==> config.mk <==
export PLATFORM = sky130hd
export DESIGN_NAME = i2s_multi_mic_receiver
export DESIGN_NICKNAME = d
export VERILOG_FILES = /design/src/rtl/i2s_multi_mic_receiver.sv
export SDC_FILE = /design/constraint.sdc
export NUM_CORES = 1
export LEC_CHECK = 0
export CAP_MARGIN = 20
export CORE_AREA = 4 4 119 121
export CTS_CLUSTER_SIZE = 12
export DETAILED_ROUTE_END_ITERATION = 6
export DIE_AREA = 0 0 123 125
export PLACE_DENSITY_LB_ADDON = 0.05
export SYNTH_ARGS = -nofsm -noshare
export SYNTH_HDL_FRONTEND = slang
export SYNTH_SLANG_ARGS = --single-unit
==> constraint.sdc <==
create_clock -name clk -period 2.5 [get_ports clk]
set_input_delay 0.75 -clock clk [delete_from_list [all_inputs] [get_ports clk]]
set_output_delay 0.75 -clock clk [all_outputs]
set_load 0.01 [all_outputs]
==> src/rtl/i2s_multi_mic_receiver.sv <==
`default_nettype none
// ============================================================================
// Module   : i2s_multi_mic_receiver
// Purpose  : I2S master receiver for one or more INMP441-class microphone
//            pairs sharing one SCK/WS. Generates SCK/WS from clk, shifts in
//            n_lines SD inputs (left + right slot each) and presents each
//            completed frame as one packed word on a valid/ready handshake.
// Ports    : clk, rst_n     - system clock, synchronous active-low reset
//            sck, ws        - registered I2S bit clock / word select (0=left)
//            sd             - serial data, one bit per line
//            out_data       - slot (2*c+s) at [(2*c+s)*w_sample +: w_sample]
//            out_valid      - frame available
//            out_ready      - consumer accepts the frame
//            overrun        - sticky, an unaccepted frame was overwritten
//            peak           - unsigned per-slot peak magnitude (out_data packing)
//            peak_clr       - restarts peak tracking
// Options  : I2S_MIC_PEAK_EN - enables peak tracking; otherwise peak is 0
// Revision : 1.0 - initial release
// ============================================================================
module i2s_multi_mic_receiver #(
  parameter int n_lines  = 1,
  parameter int w_sample = 24,
  parameter int sck_half = 8
) (
  input  logic                            clk,
  input  logic                            rst_n,
  output logic                            sck,
  output logic                            ws,
  input  logic [n_lines-1:0]              sd,
  output logic [2*n_lines*w_sample-1:0]   out_data,
  output logic                            out_valid,
  input  logic                            out_ready,
  output logic                            overrun,
  output logic [2*n_lines*w_sample-1:0]   peak,
  input  logic                            peak_clr
);

  localparam int                c_hc_w       = (sck_half > 2) ? $clog2(sck_half) : 1;
  localparam int                c_dw         = 2 * n_lines * w_sample;
  localparam logic [c_hc_w-1:0] c_hc_last    = c_hc_w'(sck_half - 1);
  localparam logic [4:0]        c_last_bit   = 5'(w_sample);
  localparam logic [5:0]        c_left_done  = 6'(w_sample);
  localparam logic [5:0]        c_right_done = 6'(32 + w_sample);

  logic [c_hc_w-1:0] r_hc;
  logic              r_sck;
  logic              r_ws;
  logic [5:0]        r_bit_cnt;
  logic              r_frame_done;
  logic [c_dw-1:0]   r_out_data;
  logic              r_out_valid;
  logic              r_overrun;

  logic              w_edge;
  logic              w_rise;
  logic              w_fall;
  logic              w_shift;
  logic              w_left_done;
  logic              w_right_done;
  logic [5:0]        w_bit_cnt_next;
  logic [c_dw-1:0]   w_frame;

  // --------------------------------------------------------------------------
  // Bit clock generation
  // --------------------------------------------------------------------------
  assign w_edge         = (r_hc == c_hc_last);
  assign w_rise         = w_edge && !r_sck;
  assign w_fall         = w_edge && r_sck;
  assign w_bit_cnt_next = r_bit_cnt + 6'd1;

  // bit 0 of each slot is the I2S delay bit; bits 1..w_sample carry data
  assign w_shift      = w_rise && (r_bit_cnt[4:0] != 5'd0) && (r_bit_cnt[4:0] <= c_last_bit);
  assign w_left_done  = w_rise && (r_bit_cnt == c_left_done);
  assign w_right_done = w_rise && (r_bit_cnt == c_right_done);

  always_ff @(posedge clk) begin
    if (!rst_n) begin
      r_hc         <= '0;
      r_sck        <= 1'b0;
      r_ws         <= 1'b0;
      r_bit_cnt    <= '0;
      r_frame_done <= 1'b0;
    end else begin
      r_hc         <= w_edge ? '0 : r_hc + c_hc_w'(1);
      r_frame_done <= w_right_done;
      if (w_edge) begin
        r_sck <= ~r_sck;
      end
      // WS follows the slot bit of the count, so it changes on the falling
      // edge that starts the delay bit of a slot
      if (w_fall) begin
        r_bit_cnt <= w_bit_cnt_next;
        r_ws      <= w_bit_cnt_next[5];
      end
    end
  end

  // --------------------------------------------------------------------------
  // Per-line shift and hold registers
  // --------------------------------------------------------------------------
  for (genvar c = 0; c < n_lines; c++) begin : g_line
    logic [w_sample-1:0] r_left_sr;
    logic [w_sample-1:0] r_right_sr;
    logic [w_sample-1:0] r_left_hold;
    logic [w_sample-1:0] w_left_next;
    logic [w_sample-1:0] w_right_next;

    assign w_left_next  = w_sample'({r_left_sr, sd[c]});
    assign w_right_next = w_sample'({r_right_sr, sd[c]});

    always_ff @(posedge clk) begin
      if (!rst_n) begin
        r_left_sr   <= '0;
        r_right_sr  <= '0;
        r_left_hold <= '0;
      end else begin
        if (w_shift && !r_bit_cnt[5]) begin
          r_left_sr <= w_left_next;
        end
        if (w_shift && r_bit_cnt[5]) begin
          r_right_sr <= w_right_next;
        end
        // capture includes the last bit arriving on this same edge
        if (w_left_done) begin
          r_left_hold <= w_left_next;
        end
      end
    end

    // right shift registers are stable for sck_half cycles after the last
    // bit, so the frame is assembled one cycle after the final rising event
    assign w_frame[(2*c)*w_sample   +: w_sample] = r_left_hold;
    assign w_frame[(2*c+1)*w_sample +: w_sample] = r_right_sr;
  end

  // --------------------------------------------------------------------------
  // Output handshake
  // --------------------------------------------------------------------------
  always_ff @(posedge clk) begin
    if (!rst_n) begin
      r_out_data  <= '0;
      r_out_valid <= 1'b0;
      r_overrun   <= 1'b0;
    end else if (r_frame_done) begin
      r_out_data  <= w_frame;
      r_out_valid <= 1'b1;
      if (r_out_valid && !out_ready) begin
        r_overrun <= 1'b1;
      end
    end else if (r_out_valid && out_ready) begin
      r_out_valid <= 1'b0;
    end
  end

  // --------------------------------------------------------------------------
  // Peak tracking
  // --------------------------------------------------------------------------
`ifdef I2S_MIC_PEAK_EN
  for (genvar s = 0; s < 2 * n_lines; s++) begin : g_slot
    logic [w_sample-1:0] w_smp;
    logic [w_sample-1:0] w_mag;
    logic [w_sample-1:0] r_peak;

    // the most negative sample negates to itself, which read unsigned is
    // exactly its magnitude
    assign w_smp = w_frame[s*w_sample +: w_sample];
    assign w_mag = w_smp[w_sample-1] ? (~w_smp + w_sample'(1)) : w_smp;

    always_ff @(posedge clk) begin
      if (!rst_n) begin
        r_peak <= '0;
      end else if (r_frame_done) begin
        r_peak <= (peak_clr || (w_mag > r_peak)) ? w_mag : r_peak;
      end else if (peak_clr) begin
        r_peak <= '0;
      end
    end

    assign peak[s*w_sample +: w_sample] = r_peak;
  end
`else
  logic w_unused_peak_clr;
  assign w_unused_peak_clr = peak_clr;
  assign peak              = '0;
`endif

  assign sck       = r_sck;
  assign ws        = r_ws;
  assign out_data  = r_out_data;
  assign out_valid = r_out_valid;
  assign overrun   = r_overrun;

endmodule
`default_nettype wire

# Word level (Yosys, flattened, before mapping)
# Index checks and enable logic that the tools add are counted.
# classes
reduce_logical,17
n_eq_ne,3
n_div,0
mux,2
bitwise_logic,2
magnitude_cmp,1
multipliers,0
n_shift,0
addsub,2
# op_table
operator,n
$logic_and 1x1->1,10
$add 6x1->6 const B,1
$eq 6x5->1 const B,1
$eq 6x6->1 const B,1
$le 5x5->1 const B,1
$reduce_bool 5->1,1
$add 3x1->3 const B,1
$eq 3x3->1 const B,1
$logic_not 1->1,3
$mux 1,2
$not 1->1,2
$reduce_and 2->1,1
$reduce_bool 2->1,1
$reduce_or 2->1,1
# word_totals
ram_bits,0
out_inout_bits,100
ff_bits,133
mem_count,0
elab_cells,38
latchBits,0
romBits,0

# Depth between registers and ports, before layout
# Gate-level depths: netlist of the first run.
# logic_depth
depth_word,5
mapped_depth,8
mapped_depth_nobuf,5

# Worst setup path before layout of the first run
# OpenSTA, ideal clock, no wires.
# synth_path
kind,reg2reg
startpoint,register r_hc[0]
endpoint,register g_line[0].r_right_sr[10]
setup_ns,0.072
required_time_ns,2.428
path_stages_with_launch,8
path_slack_ns,0.686
period_less_slack_ns,1.814
arrival_ns,1.743
path_buffers,2
path_cell_list,dfxtp_1 ha_1 ha_1 buf_6 nand2b_4 a2111oi_4 buf_6 mux2i_1
# synth_via
elab_chain_cells,5
# synth_rtl
item,line_no,text
"start, declared",45,logic [c_hc_w-1:0] r_hc;
"start signal, assigned",84,r_hc <= w_edge ? '0 : r_hc + c_hc_w'(1);
$eq 3x3->1,66,assign w_edge = (r_hc == c_hc_last);
$logic_and 1x1->1,67,assign w_rise = w_edge && !r_sck;
$logic_and 1x1->1 (2 in a row),72,assign w_shift = w_rise && (r_bit_cnt[4:0] != 5'd0) && (r_bit_cnt[4:0] <= c_last_bit);
$logic_and 1x1->1,120,if (w_shift && r_bit_cnt[5]) begin
"end signal, assigned",121,r_right_sr <= w_right_next;
"end, declared",103,logic [w_sample-1:0] r_right_sr;
# No other way between the ends.
# A chain may end at the register's enable or synchronous reset.

# Worst setup path in the final report of the first run
# layout_path
startpoint,"register r_ws, in the netlist ws"
endpoint,output port ws
# layout_rtl
item,line_no,text
"start, declared",47,logic r_ws;
"start signal, assigned",93,r_ws <= w_bit_cnt_next[5];
"end, declared",28,"output logic ws,"
# No word-level cell between the ends.

==> impl_metrics.yaml, run 1 <==
outcome:
  status: "completed"
global_routing:
  grt_max_degree: 51
  gr-total-overflow: 0
  grt_pass1_vias: 3228
  antenna_found_initial: 0
  grt_usage_pct: 12.9
  grt_pass1_wl_um: 15600
route:
  wirelength_um: 9090
  vias_per_cell: 4.46
  ant_nets: 0
  wl_per_cell_um: 12.4
  first_pass_iters: 4
  top_layer: "met4"
  met3WireLength_um: 598
  drcViolationCount: 0
  wl_met1_um: 4260
  dr_wl_met2_um: 4020
  drt-initial-drc-count: 111
  vias: 3277
die:
  rows: 42
  start_util_pct: 39.5
  die_h_um: 125
  fp.coreArea_mm2: 0.0131
  dieArea_mm2: 0.0154
  die_w_um: 123
  io-pin-count: 105
placed_design:
  place.gp.congestion: 0.749
  io_buffers: 55
  dp_hpwl_um: 5640
  post-place-cells: 704
synth:
  synth.area.top_cells: "dfxtp_1 51%, mux2i_1 23%, buf_4 7.0%"
  synth_cell_types: 31
  synth.largest_area_cell: "dfxtp_1"
  synth-seq-cells: 132
  synth-seq-area-share_pct: 51.2
  synth_most_common_cell: "dfxtp_1"
  synth_warnings: 0
  async_flop_share_pct: 0
  synth_area_mm2: 0.00517
  synth_common_cells: "132 x dfxtp_1, 120 x mux2i_1, 78 x nand2_1, 53 x nor2_1, 48 x buf_4"
  synth_area_per_cell_um2: 10.4
  synth_edf_count: 0
  yosysTopAreaCellShare_pct: 51.2
  synth_cells: 496
  ys.flop_type: "dfxtp_1"
power_and_ir_drop:
  power_density_mw_per_mm2: 716
  irDropWorstVdd_uv: 340
  p_leak_nw: 2.32
clock_network:
  post-cts-setup-buffers: 0
  cts-root-buf: "clkbuf_16"
  cts_buffers: 17
  clock-sinks: 132
  cts_hold_buf: 0
  clk_pin_slew_ns: 0.05
  clockBufferDepth: 2
  cts_tree: "yes"
  cts_max_level: 4
  clk_latency_ns: 0.41
  cts-resized-gates: 0
sta:
  rsz0062_at_grt: "false"
  worstMarginPinSlew_ns: 0.911
  tns_ns: 0
  hold_ws_ns: 0.430
  relSlewSlack_pct: 39.3
  skew_ns: 0.00745
  max_freq_mhz: 457
  setup_viol: 0
  drv_slew: 0
  hold_viol_final: 0
  min_period_ns: 2.19
  fin_crit_sh_pct: 87.6
finish:
  diodes: 0
  final_core_util_pct: 47.4
  nets: 556
  fill_cells: 1260
  fin_cells: 735
  areaGrowthSynthToFinish_pct: 20.0
  drive_gt1_share_pct: 7.69
critical_path:
  critical_path_class: "flop to primary output"
  slowest_stage: "clkdlybuf4s50_1"
  cp.arrival_ns: 1.44
  startpoint_type: "flop"
  path_cells: "clkdlybuf4s50_1"
  worstPathRequired_ns: 1.75
  path_delay_family: "buffers and inverters"
  critPathMaxStageDelay_ns: 0.59
  reg2reg_from: "r_hc[0]"
  end_kind: "primary output"
  critPathBufInv: 1
  critPathMaxFanout: 5
  startpoint: "ws"
worst_hold_path:
  hold_path.startpoint: "r_hc[0]"
  hp-class: "flop to flop"
flow_run:
  drv_cap: 0
-- cell usage in the layout, fill, tap and decap left out --
master,synthesis,final
a2111o_1,1,1
a2111oi_4,1,1
a21oi_1,5,5
and2_4,1,1
buf_12,0,2
buf_2,6,1
buf_4,48,4
clkbuf_1,13,4
clkbuf_16,0,17
clkbuf_8,0,6
clkdlybuf4s50_1,0,54
clkinv_2,0,4
conb_1,1,48
dfxtp_1,132,131
dfxtp_4,0,1
ha_1,4,4
inv_1,3,3
inv_2,1,1
mux2i_1,120,120
nand2_1,78,78
nand2b_1,1,1
nand2b_4,2,2
nand3_1,3,3
nor2_1,53,53
nor2b_1,1,1
nor3_1,2,2
nor3b_1,2,2
nor4_1,1,1
nor4_4,1,1
nor4b_2,1,1
o21ai_0,2,2
or3_1,1,1
or3_2,1,1
xnor2_1,1,1
xor2_1,1,1
-- metrics by stage --
step	setup WS (ns)	instance area, µm²	total power, mW
6_report	0.311	6200	4.44
5_1_grt	0.255	6200	4.62
4_1_cts	0.274	6200	4.51
3_5_place_dp	0.563	5660	2.24
3_3_place_gp	0.582	5660	2.24
2_1_floorplan	0.686	5340	2.28
-- worst paths after layout --
check	slack [ns]	end	cells past startpoint
worst max register to register	0.59	g_line[0].r_left_sr[13]	6
worst min register to register	0.43	r_hc[0]	1
worst max-delay path	0.31	ws	1
worst min-delay path	0.43	r_hc[0]	1
-- flip-flops by register name (all words and copies together), names as in the netlist --
signal              flops
out_data               48
g_line.r_left_hold     24
g_line.r_right_sr      24
g_line.r_left_sr       23
r_bit_cnt               5
r_hc                    3
out_valid               1
overrun                 1
r_frame_done            1
sck                     1
ws                      1
-- power by group --
| group | total (mW) | switching, mW | internal (mW) |
|---|---|---|---|
| combinational | 0.0863 | 0.0728 | 0.0135 |
| clock | 2.24 | 0.831 | 1.41 |
| sequential | 2.11 | 0.00173 | 2.11 |
| total | 4.44 | 0.905 | 3.54 |
-- cell type report --
class	count	area, µm²	area share [%]
flip-flops and latches	132	2650	42.7
multi-input cells	331	2160	34.8
repair buffers	61	616	9.93
clock buffers	27	523	8.44
well taps	176	220	3.55
clock inverters	4	20.0	0.323
inverters	4	15.0	0.242
-- logic make-up after synthesis --
kind of cell             count (synthesis)  synth area share, %
buffers and inverters                   80                 10.5
other                                    1               0.0726
adder cells (fa/ha/maj)                  4                0.969
multiplexers                           120                 23.3
AO/OA/AOI/OAI                            9                 1.43
XOR/XNOR                                 2                0.339
flip-flops                             132                 51.2
AND/OR/NAND/NOR                        148                 12.3
-- metal layers --
layer / GRT usage [%] / up-vias
met3: 4.92 / 19
met1: 16.1 / 1510
met5: 0 / -
li1: - / 1656
met2: 19.6 / 92
met4: 6.25 / 0
No activity file was read; power rests on OpenSTA's default activity.
==> run 2, diff against run 1 <==
--- a/config.mk
+++ b/config.mk
@@ -12,3 +12,4 @@
 export DIE_AREA = 0 0 123 125
-export PLACE_DENSITY_LB_ADDON = 0.05
+export PLACE_DENSITY = 0.62
+export SLEW_MARGIN = 30
 export SYNTH_ARGS = -nofsm -noshare
--- a/constraint.sdc
+++ b/constraint.sdc
@@ -3,2 +3,2 @@
 set_output_delay 0.75 -clock clk [all_outputs]
-set_load 0.01 [all_outputs]
+set_load 0.02 [all_outputs]
==> run 2 against run 1 <==
Fmax is 3.9% lower; critical path depth unchanged; clock power is 5% higher; core utilization up 0.39 points; critical path type unchanged; largest cell class unchanged.
==> impl_metrics.yaml, run 2 (synthesized netlist as in run 1, its figures left out) <==
clock_network:
  cts_buffers: 17
  clockBufferDepth: 2
  post-cts-setup-buffers: 0
  cts_max_level: 4
  cts-resized-gates: 0
  cts_hold_buf: 0
  cts_tree: "yes"
  clock-sinks: 132
  clk_latency_ns: 0.40
  clk_pin_slew_ns: 0.05
  cts-root-buf: "clkbuf_16"
finish:
  diodes: 0
  drive_gt1_share_pct: 7.86
  largest_register_ffs: 48
  areaGrowthSynthToFinish_pct: 21.0
  fin_cells: 736
  final_common_cell: "dfxtp_1"
  nets: 557
  final_core_util_pct: 47.8
  fill_cells: 1224
  final_cell_mix: "131 x dfxtp_1, 120 x mux2i_1, 78 x nand2_1, 54 x clkdlybuf4s50_1, 53 x nor2_1"
critical_path:
  path_delay_family: "buffers and inverters"
  worstPathRequired_ns: 1.75
  cp.arrival_ns: 1.53
  critPathMaxFanout: 5
  critPathMaxStageDelay_ns: 0.68
  end_kind: "primary output"
  path_cells: "clkdlybuf4s50_1"
  slowest_stage: "clkdlybuf4s50_1"
  startpoint_type: "flop"
  critical_path_class: "flop to primary output"
  critPathBufInv: 1
sta:
  fin_crit_sh_pct: 91.1
  rsz0062_at_grt: "false"
  tns_ns: 0
  hold_viol_final: 0
  min_period_ns: 2.28
  hold_ws_ns: 0.428
  worstMarginPinSlew_ns: 0.674
  max_freq_mhz: 439
  setup_viol: 0
  relSlewSlack_pct: 55.0
  drv_slew: 0
  skew_ns: 0.00517
power_and_ir_drop:
  irDropWorstVdd_uv: 501
  total_power_mw: 4.59
  p_leak_nw: 2.34
  power_density_mw_per_mm2: 735
global_routing:
  grt_pass1_wl_um: 15600
  grt_max_degree: 60
  grt_pass1_vias: 3297
  gr-total-overflow: 0
  antenna_found_initial: 0
  grt_usage_pct: 12.6
route:
  drt-initial-drc-count: 138
  wl_per_cell_um: 12.2
  vias: 3269
  ant_nets: 0
  first_pass_iters: 4
  vias_per_cell: 4.44
  wirelength_um: 9010
  drcViolationCount: 0
worst_hold_path:
  hp-class: "flop to flop"
die:
  die_w_um: 123
  die_h_um: 125
  dieArea_mm2: 0.0154
  start_util_pct: 39.5
  rows: 42
  io-pin-count: 105
  fp.coreArea_mm2: 0.0131
flow_run:
  drv_cap: 0
placed_design:
  post-place-cells: 705
  place.gp.congestion: 0.725
  io_buffers: 55
  dp_hpwl_um: 5870
outcome:
  status: "completed"
## run 2: changes by cell type in the layout (fill, tap and decap cells not counted)
cell       previous run  this run
clkinv_2              4         2
bufinv_16             0         1
dfxtp_2               0         1
clkbuf_8              6         7
buf_12                2         3
dfxtp_4               1         0
## run 2: power breakdown
| part | internal [mW] | leakage, nW | switching (mW) | total, mW |
|---|---|---|---|---|
| logic | 0.0156 | 0.989 | 0.104 | 0.119 |
| registers | 2.11 | 1.06 | 0.00171 | 2.11 |
| clock network | 1.55 | 0.286 | 0.815 | 2.36 |
## run 2: per-stage QoR
stage	worst slack [ns]	cell area (µm²)
floorplan	0.686	5340
CTS	0.192	6250
detailed placement	0.491	5670
finish	0.221	6250
global route	0.172	6250
global placement	0.572	5670
## run 2: layout make-up
class	count	area [µm²]	area share (%)
Sequential cell	132	2640	42.3
Multi-Input combinational cell	331	2160	34.5
Timing Repair Buffer	62	636	10.2
Clock buffer	28	537	8.59
Tap cell	176	220	3.52
Clock inverter	3	40.0	0.641
Inverter	4	15.0	0.240
## run 2: worst paths after layout
check                           cells after the start  startpoint                      end  slack [ns]
worst max-delay path                                1          ws                       ws        0.22
worst min-delay path                                1     r_hc[0]                  r_hc[0]        0.43
worst max register to register                      6     r_hc[0]  g_line[0].r_right_sr[1]        0.48
worst min register to register                      1     r_hc[0]                  r_hc[0]        0.43
## run 2: worst reg2reg max path, delay by kind of cell, from the launching register on
kind,cells,cell delay (ns)
adders and majority gates,2,0.48
AOI/OAI and AO/OA,1,0.33
buffers and inverters,1,0.41
muxes,1,0.26
DFF,1,0.33
and+or+nand+nor,1,0.14
## run 2: metal layers
layer / part of all wire (%) / track usage (%) / vias up
met4: 1.6 / 4.50 / 0
li1: - / - / 1658
met3: 5.6 / 4.79 / 12
met2: 48 / 19.9 / 81
met5: 0 / 0 / -
met1: 45 / 15.6 / 1518
==> run 3, diff against run 2 <==
- CAP_MARGIN: 20 -> 5
==> results of run 3 <==
Same layout as run 2: the final DEF is identical, and so are final timing and power.
